## src/rtl/complex_alu_sched_pkg.sv

```systemverilog
// Shared opcode, DSP control-bundle definitions and decode helper for the
// complex_alu issue scheduler.
package complex_alu_sched_pkg;

    localparam logic [2:0] OP_NOP    = 3'b000;
    localparam logic [2:0] OP_MUL    = 3'b100;
    localparam logic [2:0] OP_MULADD = 3'b101;
    localparam logic [2:0] OP_MULSUB = 3'b110;
    localparam logic [2:0] OP_MAX    = 3'b111;

    localparam logic [6:0] OPMODE_MUL  = 7'h05;
    localparam logic [6:0] OPMODE_MULC = 7'h35;
    localparam logic [3:0] ALUMODE_ADD = 4'h0;
    localparam logic [4:0] INMODE_A2B2 = 5'h00;

    // Four DSP cores per field, core_1 in the most significant slice.
    typedef struct packed {
        logic [2:0]  opcode;
        logic [15:0] alumode;
        logic [19:0] inmode;
        logic [27:0] opmode;
        logic [3:0]  cea2;
        logic [3:0]  ceb2;
        logic [3:0]  usemult;
    } alu_bundle_t;

    localparam alu_bundle_t NOP_BUNDLE = '0;

    function automatic logic op_legal(input logic [2:0] op);
        return op[2];
    endfunction

    function automatic alu_bundle_t decode_op(input logic [2:0] op);
        alu_bundle_t b;
        b = NOP_BUNDLE;
        if (op_legal(op)) begin
            b.opcode  = op;
            b.alumode = {4{ALUMODE_ADD}};
            b.inmode  = {4{INMODE_A2B2}};
            b.cea2    = 4'hF;
            b.ceb2    = 4'hF;
            b.usemult = 4'hF;
            // Accumulating ops chain the product into the C port on cores 1 and 3.
            if (op == OP_MULADD || op == OP_MULSUB)
                b.opmode = {OPMODE_MULC, OPMODE_MUL, OPMODE_MULC, OPMODE_MUL};
            else
                b.opmode = {4{OPMODE_MUL}};
        end
        return b;
    endfunction

endpackage

```

## src/rtl/complex_alu_sched_sync_fifo.sv

```systemverilog
// First-word-fall-through synchronous FIFO with occupancy count; a push and
// pop in the same cycle on a full FIFO are both accepted.
module sync_fifo #(
    parameter int WIDTH = 8,
    parameter int DEPTH = 8
) (
    input  logic                     clk,
    input  logic                     rst,
    input  logic                     push,
    input  logic [WIDTH-1:0]         din,
    input  logic                     pop,
    output logic [WIDTH-1:0]         dout,
    output logic                     empty,
    output logic [$clog2(DEPTH):0]   count
);
    localparam int AW = $clog2(DEPTH);
    localparam logic [AW-1:0] PTR_ONE = AW'(1);
    localparam logic [AW:0]   CNT_ONE = (AW+1)'(1);

    logic [WIDTH-1:0] r_mem [DEPTH];
    logic [AW-1:0]    r_wr;
    logic [AW-1:0]    r_rd;
    logic [AW:0]      r_count;
    logic             w_full;
    logic             w_push;
    logic             w_pop;

    assign empty  = (r_count == '0);
    assign w_full = (r_count == (AW+1)'(DEPTH));
    assign w_pop  = pop & ~empty;
    assign w_push = push & (~w_full | w_pop);
    assign dout   = r_mem[r_rd];
    assign count  = r_count;

    always_ff @(posedge clk) begin
        if (w_push)
            r_mem[r_wr] <= din;
    end

    always_ff @(posedge clk or negedge rst) begin
        if (!rst) begin
            r_wr    <= '0;
            r_rd    <= '0;
            r_count <= '0;
        end else begin
            if (w_push)
                r_wr <= r_wr + PTR_ONE;
            if (w_pop)
                r_rd <= r_rd + PTR_ONE;
            if (w_push && !w_pop)
                r_count <= r_count + CNT_ONE;
            else if (w_pop && !w_push)
                r_count <= r_count - CNT_ONE;
        end
    end

endmodule

```

## src/rtl/complex_alu_sched.sv

```systemverilog
// Issue controller and result buffer for one complex_alu: decodes opcodes,
// skews operands, tracks in-flight ops and buffers results under credit control.
module complex_alu_sched
    import complex_alu_sched_pkg::*;
#(
    parameter int ALU_LATENCY   = 7,
    parameter int OPERAND_DELAY = 2,
    parameter int RES_DEPTH     = 8,
    parameter int TAG_WIDTH     = 4
) (
    input  logic                 clk,
    input  logic                 rst,
    input  logic                 in_valid,
    output logic                 in_ready,
    input  logic [2:0]           in_opcode,
    input  logic [31:0]          in_din_1,
    input  logic [31:0]          in_din_2,
    input  logic [31:0]          in_din_3,
    input  logic [TAG_WIDTH-1:0] in_tag,
    output logic [2:0]           alu_opcode,
    output logic [15:0]          alu_alumode,
    output logic [19:0]          alu_inmode,
    output logic [27:0]          alu_opmode,
    output logic [3:0]           alu_cea2,
    output logic [3:0]           alu_ceb2,
    output logic [3:0]           alu_usemult,
    output logic [31:0]          alu_din_1,
    output logic [31:0]          alu_din_2,
    output logic [31:0]          alu_din_3,
    input  logic [31:0]          alu_dout,
    output logic                 out_valid,
    input  logic                 out_ready,
    output logic [31:0]          out_data,
    output logic [TAG_WIDTH-1:0] out_tag,
    output logic                 out_err,
    output logic                 busy
);
    localparam int CNT_W = $clog2(RES_DEPTH) + 1;
    localparam int FW    = 32 + TAG_WIDTH + 1;
    localparam logic [CNT_W-1:0] CNT_ONE = CNT_W'(1);

    logic                 r_rdy_en;
    logic [CNT_W-1:0]     r_inflight;
    logic [ALU_LATENCY-1:0] r_pv;
    logic [ALU_LATENCY-1:0] r_perr;
    logic [TAG_WIDTH-1:0] r_ptag [ALU_LATENCY];
    logic [95:0]          r_opd  [OPERAND_DELAY];

    logic                 w_issue;
    alu_bundle_t          w_bundle;
    logic                 w_tail_v;
    logic                 w_tail_err;
    logic [FW-1:0]        w_fifo_din;
    logic [FW-1:0]        w_fifo_dout;
    logic                 w_fifo_empty;
    logic [CNT_W-1:0]     w_fifo_count;

    // Every in-flight op owns a FIFO slot, so a tail write can never overflow.
    assign in_ready = r_rdy_en && ((r_inflight + w_fifo_count) < CNT_W'(RES_DEPTH));
    assign w_issue  = in_valid & in_ready;
    assign w_bundle = w_issue ? decode_op(in_opcode) : NOP_BUNDLE;

    assign alu_opcode  = w_bundle.opcode;
    assign alu_alumode = w_bundle.alumode;
    assign alu_inmode  = w_bundle.inmode;
    assign alu_opmode  = w_bundle.opmode;
    assign alu_cea2    = w_bundle.cea2;
    assign alu_ceb2    = w_bundle.ceb2;
    assign alu_usemult = w_bundle.usemult;
    assign {alu_din_1, alu_din_2, alu_din_3} = r_opd[OPERAND_DELAY-1];

    assign w_tail_v   = r_pv[ALU_LATENCY-1];
    assign w_tail_err = r_perr[ALU_LATENCY-1];
    assign w_fifo_din = {(w_tail_err ? 32'h0 : alu_dout), r_ptag[ALU_LATENCY-1], w_tail_err};

    always_ff @(posedge clk or negedge rst) begin
        if (!rst) begin
            r_rdy_en   <= 1'b0;
            r_inflight <= '0;
            r_pv       <= '0;
            r_perr     <= '0;
            for (int i = 0; i < ALU_LATENCY; i++)
                r_ptag[i] <= '0;
            for (int i = 0; i < OPERAND_DELAY; i++)
                r_opd[i] <= '0;
        end else begin
            r_rdy_en  <= 1'b1;
            r_pv[0]   <= w_issue;
            r_perr[0] <= w_issue & ~op_legal(in_opcode);
            r_ptag[0] <= in_tag;
            for (int i = 1; i < ALU_LATENCY; i++) begin
                r_pv[i]   <= r_pv[i-1];
                r_perr[i] <= r_perr[i-1];
                r_ptag[i] <= r_ptag[i-1];
            end
            r_opd[0] <= w_issue ? {in_din_1, in_din_2, in_din_3} : 96'h0;
            for (int i = 1; i < OPERAND_DELAY; i++)
                r_opd[i] <= r_opd[i-1];
            unique case ({w_issue, w_tail_v})
                2'b10:   r_inflight <= r_inflight + CNT_ONE;
                2'b01:   r_inflight <= r_inflight - CNT_ONE;
                default: ;
            endcase
        end
    end

    sync_fifo #(
        .WIDTH (FW),
        .DEPTH (RES_DEPTH)
    ) u_res_fifo (
        .clk   (clk),
        .rst   (rst),
        .push  (w_tail_v),
        .din   (w_fifo_din),
        .pop   (out_valid & out_ready),
        .dout  (w_fifo_dout),
        .empty (w_fifo_empty),
        .count (w_fifo_count)
    );

    assign out_valid = ~w_fifo_empty;
    assign {out_data, out_tag, out_err} = w_fifo_dout;
    assign busy = (r_inflight != '0) | ~w_fifo_empty;

endmodule

```

## config.mk

```make
export PLATFORM = sky130hd
export DESIGN_NAME = complex_alu_sched
export DESIGN_NICKNAME = d
export VERILOG_FILES = /design/src/rtl/complex_alu_sched_pkg.sv /design/src/rtl/complex_alu_sched_sync_fifo.sv /design/src/rtl/complex_alu_sched.sv
export SDC_FILE = /design/constraint.sdc
export NUM_CORES = 1
export LEC_CHECK = 0
export ABC_CLOCK_PERIOD_IN_PS = 3700
export CORE_ASPECT_RATIO = 0.75
export CORE_MARGIN = 1
export CORE_UTILIZATION = 45
export CTS_CLUSTER_SIZE = 28
export DETAILED_ROUTE_END_ITERATION = 8
export MAX_ROUTING_LAYER = met4
export PLACE_DENSITY_LB_ADDON = 0.25
export SKIP_LAST_GASP = 1
export SYNTH_ARGS = -nofsm -noshare
export SYNTH_HDL_FRONTEND = slang
export SYNTH_SLANG_ARGS = --single-unit
export TNS_END_PERCENT = 20
```

## constraint.sdc

```tcl
create_clock -name clk -period 3.7 [get_ports clk]
set_input_delay 0.925 -clock clk [delete_from_list [all_inputs] [get_ports clk]]
set_output_delay 0.925 -clock clk [all_outputs]
set_load 0.1 [all_outputs]
```

==> Word-level counts from Yosys, hierarchy flattened <==
Memories as Yosys holds them, arrays and structs flattened.
Cells that the tools add are included.
{ "totals": {"ff_bits": 249, "ram_bits": 296, "in_bits": 139, "out_inout_bits": 215, "word_cells": 60, "memories": 1} }
{ "memory_table": {"columns": ["memory", "words", "width", "read_ports", "rd_clocked_by_memory_dff", "write_ports", "line", "rtl"], "rows": [
  ["u_res_fifo.r_mem", 8, 37, 1, 0, 1, "complex_alu_sched_sync_fifo.sv:20", "logic [WIDTH-1:0] r_mem [DEPTH];"]
]} }
{ "classes": {"addsub": 7, "magnitude_cmp": 1, "eq_ne": 5, "muxes": 10, "bitwise": 10, "reduce_logical": 10} }
{ "op_table": {"columns": ["op", "count"], "rows": [
  ["$mux W79", 2],
  ["$mux W96", 1],
  ["$mux W32", 1],
  ["$mux W27", 1],
  ["$add A4 B1 Y4 const B", 2],
  ["$mux W4", 2],
  ["$pmux W4 S2", 1],
  ["$sub A4 B1 Y4 const B", 2],
  ["$add A3 B1 Y3 const B", 2],
  ["$eq A3 B3 Y1 const B", 2],
  ["$and A1 B1 Y1", 5],
  ["$add A4 B4 Y4", 1],
  ["$eq A4 B4 Y1 const B", 1],
  ["$logic_not A4 Y1", 1],
  ["$lt A4 B4 Y1 const B", 1],
  ["$reduce_bool A2 Y1", 2],
  ["$reduce_bool A4 Y1", 1],
  ["$logic_and A1 B1 Y1", 3],
  ["$not A1 Y1", 3],
  ["$eq A2 B1 Y1 const B", 1],
  ["$eq A2 B2 Y1 const B", 1],
  ["$logic_not A1 Y1", 2],
  ["$mux W1", 2],
  ["$or A1 B1 Y1", 2],
  ["$logic_or A1 B1 Y1", 1]
]} }

==> Longest topological paths before layout <==
Gate-level depths: netlist of run 1.
{ "logic_depth": {"ltp_word": 10, "depth_mapped": 13, "mapped_depth_nobuf": 12} }

==> By module <==
Synthesis of run 1 repeated with hierarchy kept, for this count alone.
{ "unflattened": {"cells_unflattened": 1086, "hier_area_um2": 20249.4} }
{ "modules_own_cells": {"columns": ["module", "instances", "cells_per_inst", "area_each_um2", "seq_area_each_um2"], "rows": [
  ["sync_fifo", 1, 490, 11751.3, 9138.8],
  ["complex_alu_sched", 1, 596, 8498.2, 5980.7]
]} }

==> Worst setup path after synthesis of run 1 <==
OpenSTA, ideal clock, no wires.
{ "synth_path": {"path_type": "input to register", "start": "in out_ready", "end": "mem u_res_fifo.r_mem[0][0] in the netlist's numbering (enable)", "setup_time_ns": 0.477, "arrival_ns": 3.920, "t_required_ns": 3.223, "setup_slack_ns": -0.697, "stages": 4, "n_path_buf": 0, "cell_sequence": "nand2b_1 > o41a_1 > nand2b_1 > nor3_1"} }
{ "synth_via": {"elab_chain_cells": 6} }
{ "synth_rtl": {"columns": ["element", "line", "rtl"], "rows": [
  ["from (decl)", "complex_alu_sched.sv:32", "input logic out_ready,"],
  ["$and A1 B1 Y1", "complex_alu_sched.sv:115", ".pop (out_valid & out_ready),"],
  ["$and A1 B1 Y1", "complex_alu_sched_sync_fifo.sv:30", "assign w_pop = pop & ~empty;"],
  ["$or A1 B1 Y1", "complex_alu_sched_sync_fifo.sv:31", "assign w_push = push & (~w_full | w_pop);"],
  ["$and A1 B1 Y1", "complex_alu_sched_sync_fifo.sv:31", null],
  ["net u_res_fifo.w_push", "complex_alu_sched_sync_fifo.sv:25", "logic w_push;"],
  ["$mux W1", "complex_alu_sched_sync_fifo.sv:36", "if (w_push)"],
  ["$mux W1 (implied by the code)", "complex_alu_sched_sync_fifo.sv:37", "r_mem[r_wr] <= din;"],
  ["to (decl)", "complex_alu_sched_sync_fifo.sv:20", null]
]} }
The timed path passes the listed nets, and every way through them passes these cells.

==> Final worst setup path of run 1 <==
{ "layout_path": {"start": "reg r_inflight[2]", "end": "out alu_opcode[2]"} }
{ "layout_via": {"elab_chain_cells": 5} }
{ "layout_rtl": {"columns": ["element", "line", "rtl"], "rows": [
  ["from (decl)", "complex_alu_sched.sv:43", "logic [CNT_W-1:0] r_inflight;"],
  ["from (signal assigned)", "complex_alu_sched.sv:100", "2'b10: r_inflight <= r_inflight + CNT_ONE;"],
  ["from (signal assigned)", "complex_alu_sched.sv:101", "2'b01: r_inflight <= r_inflight - CNT_ONE;"],
  ["$add A4 B4 Y4", "complex_alu_sched.sv:59", "assign in_ready = r_rdy_en && ((r_inflight + w_fifo_count) < CNT_W'(RES_DEPTH));"],
  ["$lt A4 B4 Y1", "complex_alu_sched.sv:59", null],
  ["$logic_and A1 B1 Y1", "complex_alu_sched.sv:59", null],
  ["$and A1 B1 Y1", "complex_alu_sched.sv:60", "assign w_issue = in_valid & in_ready;"],
  ["$mux W79", "complex_alu_sched.sv:61", "assign w_bundle = w_issue ? decode_op(in_opcode) : NOP_BUNDLE;"],
  ["to (decl)", "complex_alu_sched.sv:20", "output logic [2:0] alu_opcode,"]
]} }
No other way between the ends.

==> impl_metrics.env, run 1 <==
export IMPL_cts_tree="built"
export IMPL_yosys_area_top_type="edfxtp_1"
export IMPL_reg2reg_from="r_inflight[2]$_DFFE_PN0P_"
export IMPL_critPathMaxFanout=16
export IMPL_h_tree_depth=2
export IMPL_nets=1448
export IMPL_finalCritPeriodShare_pct=95.8
export IMPL_dp_final_hpwl_mm=23.1
export IMPL_vias=9075
export IMPL_initial_core_util_pct=46.1
export IMPL_end_kind="output pin"
export IMPL_ys_ff_latch=545
export IMPL_ys_warn_count=0
export IMPL_insertion_delay_ps=560
export IMPL_vias_per_cell=4.73
export IMPL_grt_usage_pct=17.5
export IMPL_arrival_ps=2620
export IMPL_die_x_um=246
export IMPL_netlist_area_um2=20100
export IMPL_hold_depth=0
export IMPL_first_global_vias=9550
export IMPL_root_buffer="clkbuf_16"
export IMPL_rsz0062_at_grt="false"
export IMPL_async_reset_ff_share_pct=45.7
export IMPL_hold_path_end="r_ptag[13]$_DFF_PN0_"
export IMPL_synth_edf_count=296
export IMPL_io_pins=354
export IMPL_run_status="complete, no violations"
export IMPL_max_clock_freq_mhz=282
export IMPL_grt_overflow_total=0
export IMPL_rows=66
export IMPL_r2r_end="r_inflight[2]$_DFFE_PN0P_"
export IMPL_synthTopCellsByCount="296 x edfxtp_1, 249 x dfrtp_1, 181 x buf_4"
export IMPL_hold_class="flip-flop to flip-flop"
export IMPL_setup_viol=0
export IMPL_holdCritStartpoint="r_ptag[17]$_DFF_PN0_"
export IMPL_dieArea_um2=45600
export IMPL_rr_worst_depth=13
export IMPL_post_synth_top_area_fraction_pct=44.2
export IMPL_syn_inst=1075
export IMPL_drt_iter0_drc=425
export IMPL_cts_sinks=545
export IMPL_grt_pass1_wl_mm=57.5
export IMPL_cts_made_buffers=51
export IMPL_fin_skew_ps=14.0
export IMPL_core_area_um2=43700
export IMPL_grt_max_degree=96
export IMPL_gp_congestion=0.741
export IMPL_rrSetupSlack_ps=750
export IMPL_yosysUniqueCellTypes=33
export IMPL_cts_buffer_depth=3
export IMPL_wire_per_inst_um=19.8
export IMPL_die_y_um=185
export IMPL_max_cap_viol_count=0
export IMPL_ys_flop_type="edfxtp_1"
export IMPL_drc=0
export IMPL_fin_crit_ps=3540
export IMPL_slew_headroom_pct=31.2
export IMPL_worst_pin_slew_ps=1030
export IMPL_drt_pass1_iterations=4
export IMPL_wl_mm=38.0
export IMPL_clkTransAtPathRegs_ps=60
export IMPL_worstSetupStartpointType="flip-flop"
export IMPL_drive_above_1_share_pct=26.4
export IMPL_crit_type="flip-flop to output pin"
export IMPL_synth_most_common_cell="edfxtp_1"
export IMPL_portBuffers=301
export IMPL_crit_required_ps=2770
export IMPL_syn_area_per_cell_um2=18.7
export IMPL_hold_viol_final=0
export IMPL_post_route_util_pct=57.2
export IMPL_yosysSeqAreaShare_pct=75.2
export IMPL_slew_violations=0
export IMPL_synthTopCellsByArea="edfxtp_1 44%, dfrtp_1 31%, mux4_2 8.3%, buf_4 6.8%, and2_1 3.1%"
export IMPL_route_antenna_remaining_nets=0
export IMPL_antenna_found_initial=1
export IMPL_syn_to_final_growth_pct=24.2
-- state kept, by name, summed over array words and instances (netlist names), 4 cells and up --
register / count
r_ptag: 28
alu_din_3: 32
r_perr: 7
alu_din_2: 32
r_opd: 96
u_res_fifo.r_mem: 296
r_pv: 7
alu_din_1: 32
u_res_fifo.count: 4
r_inflight: 4
-- worst max path at each step --
stage                                    startpoint                               end  slack, ps  depth (start not counted)
after floorplan                           out_ready  u_res_fifo.r_mem[1][0]$_DFFE_PP_       -690                          4
after global placement                     in_valid                    alu_opmode[21]        330                          7
after global routing      r_inflight[2]$_DFFE_PN0P_                     alu_opcode[2]          1                          7
after CTS                 r_inflight[2]$_DFFE_PN0P_                    alu_opmode[16]         70                          7
after detailed placement                   in_valid                    alu_opmode[16]        330                          7
final                     r_inflight[2]$_DFFE_PN0P_                     alu_opcode[2]        160                          7
-- per-layer routing --
layer | vias up | track usage [%] | routed length, um
met5 | - | - | 0
met4 | 0 | 4.42 | 795
met3 | 56 | 5.38 | 2920
met2 | 264 | 25.7 | 17600
met1 | 4662 | 23.7 | 16700
li1 | 4093 | - | -
-- kinds of logic (layout without fill, tap and decap cells) --
family          count (synthesis)  after routing  synth area share, %
simple gates                  168            168                 4.98
xor+xnor                       15             15                0.653
flops                         545            545                 75.2
buf+inv                       207            420                 7.49
fa+ha+maj                      11             11                0.721
mux                           115            115                 10.6
compound gates                 12             12                0.373
other cells                     2             54               0.0373
-- placed cells by master (no fill, tap or decap), drive strengths merged, types with 2 or more instances in the layout --
cell / instances
dfrtp: 249
nand2b: 6
inv: 5
conb: 53
xor2: 6
buf: 148
ha: 10
mux2: 41
a21oi: 5
o21ai: 2
and2: 99
xnor2: 9
bufinv: 6
nor2: 9
clkbuf: 68
mux4: 74
clkdlybuf4s50: 176
clkinvlp: 3
nand3: 2
and3: 5
nor3: 2
edfxtp: 296
nand4: 2
nand2: 9
nor2b: 32
clkinv: 14
-- per-stage QoR --
step                      hold slack, ps  area (um^2)  instances  setup slack [ps]  setup TNS, ps
after floorplan                      331        20300       1126              -693         -29710
after global routing                 346        25000       1918              1.45              0
final                                344        25000       1918               155              0
after detailed placement             335        23300       1823               331              0
after global placement               332        23300       1823               328              0
after CTS                            345        25000       1917              68.5              0
-- critical path: stages (launching register included) --
cell and delay (ps):
dfrtp_1 440, ha_1 340, nand4_1 190, a211o_1 340, nand2_2 90, and2_1 200
buf_12 240, buf_12 200
-- final cells by class --
class / instances / area [um^2]
antenna: 1 / 2.50
clock buffer: 68 / 1380
clock inverter: 26 / 297
fill: 3277 / 18700
inverter: 2 / 7.51
multi-input combinational: 374 / 3750
sequential: 545 / 15100
tap: 578 / 723
timing repair buffer: 324 / 3690
-- timing repair --
action / CTS / global route
endpoints found under the setup margin: 0 / 16
gates resized for setup: 0 / 1
hold buffers: 0 / 0
buffers inserted: 0 / 0
Power of run 1 is not shown: default switching activity piles up to over one toggle a cycle in this logic, so the estimate is an artifact.
==> run 2: changes to the inputs <==
- ABC_CLOCK_PERIOD_IN_PS: 3700 -> default
- SETUP_SLACK_MARGIN: default -> 0.05
==> run 2 against run 1 <==
Against the previous run:
- worst setup slack improved by 7.8 ps
- critical path type unchanged
- final cell count is essentially flat
- register-to-register slack barely moved
- global-route usage stayed put
- fmax up 0.22%
- critical endpoint is now alu_opmode[16]
- highest routed layer unchanged
==> impl_metrics.env, run 2 (synthesized netlist as in run 1, its figures left out) <==
export IMPL_run_status="complete, no violations"
export IMPL_die_y_um=185
export IMPL_mostFrequentLayoutCell="edfxtp_1"
export IMPL_die_x_um=246
export IMPL_final_cell_mix="296 x edfxtp_1, 245 x dfrtp_1, 176 x clkdlybuf4s50_1, 98 x and2_1, 81 x buf_4"
export IMPL_wl_mm=38.0
export IMPL_fin_skew_ps=15.0
export IMPL_cts_made_buffers=51
export IMPL_vias=9076
export IMPL_crit_type="flip-flop to output pin"
export IMPL_io_pins=354
export IMPL_drt_pass1_iterations=4
export IMPL_syn_to_final_growth_pct=24.3
export IMPL_arrival_ps=2610
export IMPL_ctsHoldBuffers=0
export IMPL_core_area_um2=43700
export IMPL_hold_viol_final=0
export IMPL_nets=1449
export IMPL_critPathMaxFanout=8
export IMPL_portBuffers=301
export IMPL_setup_ws_ps=163
export IMPL_largest_reg_flops=296
export IMPL_max_clock_freq_mhz=283
export IMPL_reg2reg_from="r_inflight[2]$_DFFE_PN0P_"
export IMPL_fin_area_um2=25000
export IMPL_grt_max_degree=96
export IMPL_h_tree_depth=2
export IMPL_fin_crit_ps=3540
export IMPL_place_area_um2=23300
export IMPL_slew_violations=0
export IMPL_drt_iter0_drc=375
export IMPL_reg_largest_list="u_res_fifo.r_mem (296), r_opd (96)"
export IMPL_fillers=3274
export IMPL_slew_headroom_pct=31.1
export IMPL_dp_final_hpwl_mm=23.1
export IMPL_initial_core_util_pct=46.1
export IMPL_drive_above_1_share_pct=26.6
export IMPL_drc=0
export IMPL_max_cap_viol_count=0
export IMPL_clkTransAtPathRegs_ps=60
export IMPL_end_kind="output pin"
export IMPL_worst_pin_slew_ps=1030
export IMPL_cp_endpoint="alu_opmode[16]"
export IMPL_cts_sinks=545
export IMPL_worstSetupStartpointType="flip-flop"
export IMPL_crit_required_ps=2770
export IMPL_cts_buffer_depth=3
export IMPL_rows=66
export IMPL_rr_worst_depth=13
export IMPL_grt_overflow_total=0
export IMPL_dp_slack_ps=331
export IMPL_post_cts_buffers=0
export IMPL_stdcell_count=1919
export IMPL_cp_startpoint="r_inflight[2]$_DFFE_PN0P_"
export IMPL_rrSetupSlack_ps=740
export IMPL_gp_congestion=0.741
export IMPL_route_antenna_remaining_nets=0
export IMPL_antenna_found_initial=1
export IMPL_root_buffer="clkbuf_16"
export IMPL_first_global_vias=9550
export IMPL_grt_usage_pct=17.5
export IMPL_vias_per_cell=4.73
export IMPL_largest_register="u_res_fifo.r_mem"
export IMPL_r2r_end="r_inflight[2]$_DFFE_PN0P_"
export IMPL_setup_viol=0
export IMPL_finalCritPeriodShare_pct=95.6
export IMPL_hold_class="flip-flop to flip-flop"
export IMPL_grt_pass1_wl_mm=57.5
export IMPL_tns_ps=0
export IMPL_cts_tree="built"
export IMPL_dieArea_um2=45600
export IMPL_wire_per_inst_um=19.8
export IMPL_dp_cells=1823
export IMPL_rsz0062_at_grt="true"
export IMPL_insertion_delay_ps=560
## run 2: metal layers
layer	global-route usage, %	part of all wire (%)	vias up
met5	-	0	-
met4	4.42	2.1	0
met3	5.38	7.7	58
met2	25.7	46	263
met1	23.7	44	4659
li1	-	-	4096
## run 2: critical path: stages, from the launching register on
cell and delay (ps):
dfrtp_1 440, ha_1 340, nand4_1 200, a211o_1 340
nand2_2 90, and2_2 240, clkbuf_16 220, buf_12 180
## run 2: how the worst min path moves through the flow
stage / from / end / slack [ps] / cells after the start
after detailed placement: r_opd[165]$_DFF_PN0_ / alu_din_1[5]$_DFF_PN0_ / 330 / 0
after global routing: r_opd[109]$_DFF_PN0_ / alu_din_3[13]$_DFF_PN0_ / 350 / 0
after global placement: r_opd[108]$_DFF_PN0_ / alu_din_3[12]$_DFF_PN0_ / 330 / 0
after floorplan: r_opd[160]$_DFF_PN0_ / alu_din_1[0]$_DFF_PN0_ / 330 / 0
final: r_ptag[17]$_DFF_PN0_ / r_ptag[13]$_DFF_PN0_ / 340 / 0
after CTS: r_opd[109]$_DFF_PN0_ / alu_din_3[13]$_DFF_PN0_ / 350 / 0
## run 2: area by class of cell
| class | instances | area (um^2) | area share [%] |
|---|---|---|---|
| Sequential cell | 545 | 15100 | 60.5 |
| Inverter | 2 | 7.51 | 0.0300 |
| Clock buffer | 68 | 1380 | 5.53 |
| Multi-Input combinational cell | 374 | 3750 | 15.0 |
| Antenna cell | 1 | 2.50 | 0.0100 |
| Tap cell | 578 | 723 | 2.89 |
| Clock inverter | 26 | 297 | 1.19 |
| Timing Repair Buffer | 325 | 3720 | 14.9 |
## run 2: metrics by stage
stage / hold slack, ps / utilization [%]
6_report: 343 / 57.3
5_1_grt: 346 / 57.3
4_1_cts: 345 / 57.2
3_5_place_dp: 335 / 53.3
3_3_place_gp: 332 / 53.3
2_1_floorplan: 331 / -
## run 2: timing repair
| item | 4_1_cts | 5_1_grt |
|---|---|---|
| setup endpoints to repair | 0 | 23 |
| resized for setup | 0 | 3 |
| hold endpoints to repair | 0 | 0 |
Power of run 2 is left out for the same reason.
==> run 3: changes to the inputs <==
- CORE_UTILIZATION: 45 -> 40
==> run 3 against run 2 <==
Against the previous run:
- the flow now finishes with violations (design-rule violations)
- via count shrank 0.37%
- critical endpoint is now out_data[13]
- core utilization shrank 6.3 points
- largest cell class unchanged
- worst setup slack improved by 33 ps
- register-to-register slack better by 300 ps
- sequential share of layout area shrank 0.13 points
==> impl_metrics.env, run 3 (synthesized netlist as in run 1, its figures left out) <==
export IMPL_run_status="complete, but fails checks"
export IMPL_violations="design-rule violations"
export IMPL_grt_usage_pct=15.9
export IMPL_vias=9042
export IMPL_wire_per_inst_um=19.3
export IMPL_die_y_um=196
export IMPL_largest_reg_flops=296
export IMPL_nets=1453
export IMPL_drt_iter0_drc=365
export IMPL_slew_headroom_pct=29.9
export IMPL_dp_slack_ps=268
export IMPL_antenna_found_initial=3
export IMPL_max_clock_freq_mhz=285
export IMPL_grt_pass1_wl_mm=59.2
export IMPL_fin_crit_ps=3500
export IMPL_grt_max_degree=86
export IMPL_drive_above_1_share_pct=26.2
export IMPL_dieArea_um2=51200
export IMPL_largest_register="u_res_fifo.r_mem"
export IMPL_slew_violations=0
export IMPL_cts_buffer_depth=3
export IMPL_fin_skew_ps=23.2
export IMPL_clkTransAtPathRegs_ps=60
export IMPL_worst_pin_slew_ps=1050
export IMPL_initial_core_util_pct=40.9
export IMPL_max_cap_viol_count=0
export IMPL_worstSetupStartpointType="flip-flop"
export IMPL_vias_per_cell=4.53
export IMPL_crit_type="flip-flop to output pin"
export IMPL_portBuffers=301
export IMPL_end_kind="output pin"
export IMPL_die_x_um=261
export IMPL_h_tree_depth=2
export IMPL_hold_class="input port to async pin"
export IMPL_crit_required_ps=2770
export IMPL_critPathMaxFanout=40
export IMPL_setup_viol=0
export IMPL_dp_final_hpwl_mm=23.8
export IMPL_drc=8
export IMPL_cts_sinks=545
export IMPL_tns_ps=0
export IMPL_wl_mm=38.4
export IMPL_final_cell_mix="296 x edfxtp_1, 242 x dfrtp_1, 190 x clkdlybuf4s50_1, 98 x and2_1, 75 x buf_4"
export IMPL_rows=70
export IMPL_grt_overflow_total=0
export IMPL_gp_congestion=0.743
export IMPL_core_area_um2=49200
export IMPL_drt_pass1_iterations=6
export IMPL_reg_largest_list="u_res_fifo.r_mem (296), r_opd (96)"
export IMPL_finalCritPeriodShare_pct=94.7
export IMPL_syn_to_final_growth_pct=24.6
export IMPL_hold_viol_final=0
export IMPL_fillers=4007
export IMPL_setup_ws_ps=196
export IMPL_root_buffer="clkbuf_16"
export IMPL_cts_made_buffers=53
export IMPL_first_global_vias=9896
export IMPL_dp_cells=1895
export IMPL_io_pins=354
export IMPL_stdcell_count=1995
export IMPL_rsz0062_at_grt="false"
export IMPL_cts_tree="built"
export IMPL_insertion_delay_ps=590
export IMPL_mostFrequentLayoutCell="edfxtp_1"
export IMPL_arrival_ps=2580
export IMPL_route_antenna_remaining_nets=0
[run 3: cell count changes in the layout (fill, tap and decap cells not counted), moves of 2 or more]
cell and change:
dfrtp_2 +3, clkinv_2 +7, buf_12 -5, dfrtp_1 -3, bufinv_16 -2, clkbuf_16 +2, buf_4 -6, clkbuf_1 -2
clkbuf_8 -3, clkdlybuf4s50_1 +14, diode_2 +2
[run 3: timing repair]
item | CTS | global route
endpoints found under the setup margin | 0 | 25
gates resized for setup | 0 | 6
hold buffers | 0 | 0
setup buffers | 0 | 0
[run 3: final timing paths]
kind | startpoint | to | slack (ps) | cells after the start
setup / recovery | u_res_fifo.r_rd[1]$_DFFE_PN0P_ | out_data[13] | 200 | 4
setup reg to reg | r_inflight[2]$_DFFE_PN0P_ | r_inflight[2]$_DFFE_PN0P_ | 1040 | 12
max in group asynchronous | rst | u_res_fifo.count[1]$_DFFE_PN0P_ | 2520 | 2
hold reg to reg | r_opd[161]$_DFF_PN0_ | alu_din_1[1]$_DFF_PN0_ | 340 | 0
hold / removal | rst | alu_din_2[15]$_DFF_PN0_ | 320 | 1
min in group clk | r_opd[161]$_DFF_PN0_ | alu_din_1[1]$_DFF_PN0_ | 340 | 0
[run 3: worst max-delay path, cell delays in order, from the launching register on]
cell and delay (ps):
dfrtp_4 820, buf_4 320, mux4_2 320, mux2_2 320, buf_12 180
[run 3: layout make-up]
type | count | area, um^2 | share of cell area [%]
diodes | 3 | 7.51 | 0.0299
clock buffers | 64 | 1380 | 5.49
clock inverters | 32 | 282 | 1.12
inverters | 2 | 7.51 | 0.0299
multi-input cells | 374 | 3750 | 15.0
flip-flops and latches | 545 | 15100 | 60.4
well taps | 648 | 811 | 3.23
repair buffers | 327 | 3710 | 14.8
[run 3: stage by stage]
| stage | cell area [um^2] | utilization (%) | hold slack, ps |
|---|---|---|---|
| after global routing | 25100 | 50.9 | 350 |
| after global placement | 23400 | 47.5 | 331 |
| after detailed placement | 23400 | 47.5 | 335 |
| final | 25100 | 50.9 | 317 |
| after CTS | 25000 | 50.9 | 316 |
| after floorplan | 20300 | - | 331 |
[run 3: per-layer routing]
metal / part of all wire, % / global-route usage, % / routed length, um / vias up
met5: 0 / - / 0 / -
met4: 1.7 / 4.44 / 661 / 0
met3: 7.8 / 5.28 / 3010 / 55
met2: 49 / 24.5 / 18800 / 248
met1: 42 / 20.1 / 16000 / 4639
li1: - / - / - / 4100
Power of run 3 is left out for the same reason.
